<file path="src/rtl/spi_master_mc.sv">
// rtl/spi_master_mc.sv - parametrised multi-mode SPI master with burst support
//
// Purpose: SPI master with configurable word width, NCS chip selects, all
// four CPOL/CPHA modes, programmable SCK divider and MSB/LSB-first order.
// Words arrive on a valid/ready request port; consecutive words keep CS
// asserted until a word flagged req_last completes.
//
// Ports:
//   CLK, RESET          system clock, synchronous active-high reset
//   cfg_div             SCK half-period = cfg_div+1 CLK cycles
//   cfg_cpol, cfg_cpha  SPI mode (latched when a transfer starts from IDLE)
//   cfg_lsb_first       1: LSB shifted first (TX and RX)
//   req_valid/ready     request handshake; req_cs, req_data, req_last payload
//   rsp_valid, rsp_data one-cycle pulse per received word, no backpressure
//   busy                high whenever the engine is not idle
//   spi_sck, spi_mosi, spi_miso, spi_cs_n   SPI pins
`timescale 1ns/1ps
module spi_master_mc #(
  parameter int DW   = 8,
  parameter int NCS  = 4,
  parameter int DIVW = 8,
  parameter int CSW  = $clog2(NCS)
) (
  input  logic            CLK,
  input  logic            RESET,
  input  logic [DIVW-1:0] cfg_div,
  input  logic            cfg_cpol,
  input  logic            cfg_cpha,
  input  logic            cfg_lsb_first,
  input  logic            req_valid,
  output logic            req_ready,
  input  logic [CSW-1:0]  req_cs,
  input  logic [DW-1:0]   req_data,
  input  logic            req_last,
  output logic            rsp_valid,
  output logic [DW-1:0]   rsp_data,
  output logic            busy,
  output logic            spi_sck,
  output logic            spi_mosi,
  input  logic            spi_miso,
  output logic [NCS-1:0]  spi_cs_n
);

  localparam int EW = $clog2(2*DW);

  typedef enum logic [2:0] {S_IDLE, S_LEAD, S_SHIFT, S_GAP, S_TRAIL} state_e;

  state_e          state_q, state_d;
  logic [DIVW-1:0] cnt_q, cnt_d, div_q, div_d;
  logic            cpol_q, cpol_d, cpha_q, cpha_d, lsb_q, lsb_d, last_q, last_d;
  logic [DW-1:0]   tx_q, tx_d, rx_q, rx_d;
  logic            mosi_q, mosi_d, sck_q, sck_d;
  logic [NCS-1:0]  cs_n_q, cs_n_d;
  logic [EW-1:0]   ecnt_q, ecnt_d;
  logic            rsp_valid_q, rsp_valid_d;
  logic [DW-1:0]   rsp_data_q, rsp_data_d;

  logic tick, accept, leading, sample_edge, final_edge;

  function automatic logic first_bit(input logic [DW-1:0] d, input logic lsb);
    return lsb ? d[0] : d[DW-1];
  endfunction

  function automatic logic [DW-1:0] shift_out(input logic [DW-1:0] d, input logic lsb);
    return lsb ? (d >> 1) : (d << 1);
  endfunction

  assign req_ready   = !RESET && (state_q == S_IDLE || state_q == S_GAP);
  assign accept      = req_valid && req_ready;
  assign tick        = (cnt_q == '0);
  // Edges are numbered from 1; odd (leading) edges have ecnt_q even.
  assign leading     = ~ecnt_q[0];
  assign sample_edge = leading ^ cpha_q;
  assign final_edge  = (ecnt_q == EW'(2*DW-1));

  assign busy      = (state_q != S_IDLE);
  // In IDLE the idle level follows the live config; otherwise the latched one.
  assign spi_sck   = (state_q == S_IDLE) ? cfg_cpol : sck_q;
  assign spi_mosi  = mosi_q;
  assign spi_cs_n  = cs_n_q;
  assign rsp_valid = rsp_valid_q;
  assign rsp_data  = rsp_data_q;

  always_comb begin
    state_d     = state_q;
    cnt_d       = cnt_q;
    div_d       = div_q;
    cpol_d      = cpol_q;
    cpha_d      = cpha_q;
    lsb_d       = lsb_q;
    last_d      = last_q;
    tx_d        = tx_q;
    rx_d        = rx_q;
    mosi_d      = mosi_q;
    sck_d       = sck_q;
    cs_n_d      = cs_n_q;
    ecnt_d      = ecnt_q;
    rsp_valid_d = 1'b0;
    rsp_data_d  = rsp_data_q;

    case (state_q)
      S_IDLE: begin
        if (accept) begin
          div_d   = cfg_div;
          cpol_d  = cfg_cpol;
          cpha_d  = cfg_cpha;
          lsb_d   = cfg_lsb_first;
          last_d  = req_last;
          cs_n_d  = ~(NCS'(1) << req_cs);
          sck_d   = cfg_cpol;
          cnt_d   = cfg_div;
          ecnt_d  = '0;
          // CPHA=0 needs the first bit on MOSI before the first SCK edge.
          if (!cfg_cpha) begin
            mosi_d = first_bit(req_data, cfg_lsb_first);
            tx_d   = shift_out(req_data, cfg_lsb_first);
          end else begin
            tx_d   = req_data;
          end
          state_d = S_LEAD;
        end
      end
      S_GAP: begin
        if (accept) begin
          last_d = req_last;
          cnt_d  = div_q;
          ecnt_d = '0;
          if (!cpha_q) begin
            mosi_d = first_bit(req_data, lsb_q);
            tx_d   = shift_out(req_data, lsb_q);
          end else begin
            tx_d   = req_data;
          end
          state_d = S_LEAD;
        end
      end
      S_LEAD: begin
        if (tick) begin
          cnt_d   = div_q;
          state_d = S_SHIFT;
        end else begin
          cnt_d = cnt_q - DIVW'(1);
        end
      end
      S_SHIFT: begin
        if (tick) begin
          cnt_d = div_q;
          sck_d = ~sck_q;
          if (sample_edge) begin
            rx_d = lsb_q ? {spi_miso, rx_q[DW-1:1]} : {rx_q[DW-2:0], spi_miso};
          end else if (!final_edge) begin
            mosi_d = first_bit(tx_q, lsb_q);
            tx_d   = shift_out(tx_q, lsb_q);
          end
          if (final_edge) begin
            rsp_valid_d = 1'b1;
            rsp_data_d  = rx_d;
            ecnt_d      = '0;
            state_d     = last_q ? S_TRAIL : S_GAP;
          end else begin
            ecnt_d = ecnt_q + EW'(1);
          end
        end else begin
          cnt_d = cnt_q - DIVW'(1);
        end
      end
      S_TRAIL: begin
        if (tick) begin
          cs_n_d  = '1;
          state_d = S_IDLE;
        end else begin
          cnt_d = cnt_q - DIVW'(1);
        end
      end
      default: state_d = S_IDLE;
    endcase
  end

  always_ff @(posedge CLK) begin
    if (RESET) begin
      state_q     <= S_IDLE;
      cnt_q       <= '0;
      div_q       <= '0;
      cpol_q      <= 1'b0;
      cpha_q      <= 1'b0;
      lsb_q       <= 1'b0;
      last_q      <= 1'b0;
      tx_q        <= '0;
      rx_q        <= '0;
      mosi_q      <= 1'b0;
      sck_q       <= 1'b0;
      cs_n_q      <= '1;
      ecnt_q      <= '0;
      rsp_valid_q <= 1'b0;
      rsp_data_q  <= '0;
    end else begin
      state_q     <= state_d;
      cnt_q       <= cnt_d;
      div_q       <= div_d;
      cpol_q      <= cpol_d;
      cpha_q      <= cpha_d;
      lsb_q       <= lsb_d;
      last_q      <= last_d;
      tx_q        <= tx_d;
      rx_q        <= rx_d;
      mosi_q      <= mosi_d;
      sck_q       <= sck_d;
      cs_n_q      <= cs_n_d;
      ecnt_q      <= ecnt_d;
      rsp_valid_q <= rsp_valid_d;
      rsp_data_q  <= rsp_data_d;
    end
  end

endmodule

</file>
<file path="config.mk">
export PLATFORM = sky130hd
export DESIGN_NAME = spi_master_mc
export DESIGN_NICKNAME = d
export VERILOG_FILES = /design/src/rtl/spi_master_mc.sv
export SDC_FILE = /design/constraint.sdc
export NUM_CORES = 1
export LEC_CHECK = 0
export CORE_MARGIN = 1.5
export CORE_UTILIZATION = 30
export DETAILED_ROUTE_END_ITERATION = 8
export SYNTH_ARGS = -nofsm -noshare
export SYNTH_HDL_FRONTEND = slang
export SYNTH_SLANG_ARGS = --single-unit
</file>
<file path="constraint.sdc">
create_clock -name CLK -period 6.4 [get_ports CLK]
set_clock_uncertainty 0.15 [all_clocks]
set_input_delay 1.28 -clock CLK [delete_from_list [all_inputs] [get_ports CLK]]
set_output_delay 1.28 -clock CLK [all_outputs]
set_load 0.03 [all_outputs]
</file>
==> results by group <==
Timing
  • Worst slew pin tran: around 1100 ps
  • Hold slack: 303.5 ps
  • Max-slew violation count: 0
  • Fmax: 0.2492 GHz
  • Setup TNS: 0 ps
  • Setup violators final: 0
  • Final hold violations: 0
  • Fraction of the cycle the final worst path needs: between 60% and 70%
  • Max transition margin: 28.39%
  • Post-layout minimum cycle time: 4013 ps
  • RSZ-0062 raised after global routing: no

Worst setup path
  • Path depth of the worst reg2reg path: 5
  • Reg2reg start: state_q[1]
  • WP data arrival: 2580 ps
  • R2R setup slack: roughly 3200 ps
  • Crit path launch: RESET
  • Max stage delay on crit path: 690 ps
  • Cells along the critical path: clkdlybuf4s50_1 > nor2_1 > clkdlybuf4s50_1
  • Worst-path fanout max: 2
  • Crit-path slowest cell: clkdlybuf4s50_1
  • Critical path depth: 3
  • Cell family with most CP delay: buffers and inverters
  • Setup crit end: req_ready
  • Critical Path Source Type: primary input
  • Worst EP required: a little under 5000 ps
  • Buffers & Inverters on Critical Path: 2
  • Crit. End Element: output pin
  • Critical path class: in -> out
  • Crit Reg-Reg Endpoint: ecnt_q[3]
  • Cell mode on critical path: clkdlybuf4s50_1

Place
  • PortBufs: between 40 and 50
  • Post-DP HPWL: between 6000 and 7000 um
  • Placed insts: around 600
  • Routability Congestion: 0.8575

Route
  • Antenna Nets Post-Route: 0
  • Final wirelength: approximately 9300 um
  • Drt first pass iters: 5
  • Post-route DRC: 0
  • Drt via density: 5.434
  • DRT iter0 DRCs: approximately 210
  • Via Count: 3358
  • WL/cell: 15.07 um

Synthesis
  • YS warnings: 0
  • Mapped cell area: 3500 um^2
  • Async set-reset flop share out of synthesis: 0%
  • Synthesized area per cell: 7.864 um^2
  • Post-synth EDFFs: 0
  • Synth Flop Type: dfxtp_1
  • Syn Nets: 473
  • Number of synthesized register bits: 57
  • Synth cell types: 58
  • Post-Syn Instances: 445
  • Seq/Total Area, Yosys: about a third

Clocking
  • Post-CTS setup buffers: 0
  • Root buf cell: clkbuf_16
  • CTS sink cnt: 57
  • Longest Clk Path Bufs: 2
  • TritonCTS Buffers: 9
  • CTS tree: built
  • Hold Buf Count CTS: 0
  • Worst-skew pair later-pin latency: around 330 ps
  • Clk pin slew, worst setup/hold paths: 50 ps
  • H-tree levels: 3
  • Post-CTS Resized: 0

Hold path
  • Worst hold stages: 2
  • Hold Path Class: reg -> reg

Finish
  • Most common cell after layout, fill and taps aside: nor2_1
  • Layout cell share with drive strength beyond 1: 11.16%
  • Layout area overhead: 22.02%
  • N_diodes: 0
  • Nets@finish: 498
  • Non-filler cells, final: 618
  • Most frequent cells in the layout: nor2_1, dfxtp_1, a21oi_1, nand2_1, clkdlybuf4s50_1

Global routing
  • Largest net degree at the start of global routing: 48
  • Vias in the first global route: 3126
  • First-pass GRT wire length: around 16000 um
  • GR Overflow Total: 0
  • Total GRT Usage: 15.20%
  • Initial antenna violation count: 0

Die
  • Die span in x: about 110 um
  • Core area: 11420 um^2
  • Number of core rows: 39
  • Die area: approximately 12000 um^2
  • I/O Pins: 43
  • Starting density of the core: 30.65%
  • Die height: 111.0 um

Power
  • Leakage: 0.001586 uW
  • Total Power: 1771 uW
  • Worst vdd ir: 0.2128 mV
  • Pwr per Cell Area: 414.7 nW/um^2

Status
  • Status: finished clean

Flow run
  • Count of maximum capacitance violations: 0
## worst min path at each step
stage,end,start
floorplan,div_q[3],div_q[3]
global placement,lsb_q,lsb_q
detailed placement,lsb_q,lsb_q
CTS,lsb_q,lsb_q
global route,lsb_q,lsb_q
finish,lsb_q,lsb_q
## sequential cells by signal, summed over array words and instances, names as in the netlist
name,cells
spi_mosi,1
cpha_q,1
rsp_data,8
rsp_valid,1
last_q,1
ecnt_q,4
lsb_q,1
div_q,8
cnt_q,8
spi_cs_n,4
tx_q,8
sck_q,1
rx_q,8
state_q,3
## final cells by class
cell class	count	area (um^2)
Clock buffer	9	225.2
Clock inverter	7	47.55
Fill cell	1199	7148
Inverter	9	33.78
Multi-Input combinational cell	346	2186
Sequential cell	57	1141
Tap cell	143	178.9
Timing Repair Buffer	47	457.9
## kinds of logic (layout without fill, tap and decap cells)
group	Yosys count	after routing	share of synthesized area [%]
AOI/OAI and AO/OA	133	133	23.81
DFF	57	57	32.61
muxes	48	48	14.52
and+or+nand+nor	156	156	21.42
adders and majority gates	3	3	1.001
xor gates and xnor gates	6	6	1.716
buffers and inverters	42	72	4.934
## routing by layer
layer	share of wire (%)	up-vias	wire [um]	global-route usage, %
li1	-	1668	-	-
met1	49	1578	4574	21.50
met2	45	100	4173	23.21
met3	5.0	12	469	2.296
met4	1.1	0	98	5.983
met5	0	-	0	0
## where the power goes
| group | switching (uW) | internal, uW | leakage, uW |
|---|---|---|---|
| logic | 489 | 339 | 0.000991 |
| clock network | 172 | 260 | 0.000131 |
| registers | 85.5 | 425 | 0.000465 |
| total | 746 | 1020 | 0.00159 |
## through the flow
stage	instance area (um^2)	utilization, %	worst slack [ps]
2_1_floorplan	3500	-	2859
3_3_place_gp	3998	35.01	2357
3_5_place_dp	3998	35.01	2371
4_1_cts	4270	37.40	2369
5_1_grt	4270	37.40	2216
6_report	4270	37.40	2387
## Yosys cell counts, types with 3 or more instances
cell	instances	share of area, %
a211oi_1	5	1.1
a21oi_1	47	6.7
a221oi_1	6	1.5
a2bb2oi_1	4	1.0
a31oi_1	4	0.71
and3_1	4	0.71
buf_2	6	0.86
clkbuf_1	26	2.8
dfxtp_1	57	33
inv_1	9	0.97
mux2_2	22	7.1
mux2i_1	26	7.4
nand2_1	47	5.0
nand3_1	8	1.1
nor2_1	58	6.2
nor2b_1	5	0.89
nor3_1	6	0.86
nor4_1	3	0.54
o211a_1	6	1.7
o21ai_0	36	5.1
o21ai_1	3	0.43
o32ai_1	4	1.0
or3_1	5	0.89
xnor2_1	3	0.75
## worst reg2reg max path, cell delays in order (launching register included)
cell     delay, ps
dfxtp_1        770
nor3b_2        600
nand3_1        670
a21oi_1        570
nand2_1        110
a31o_2         250
No activity file was read; power rests on OpenSTA's default activity.
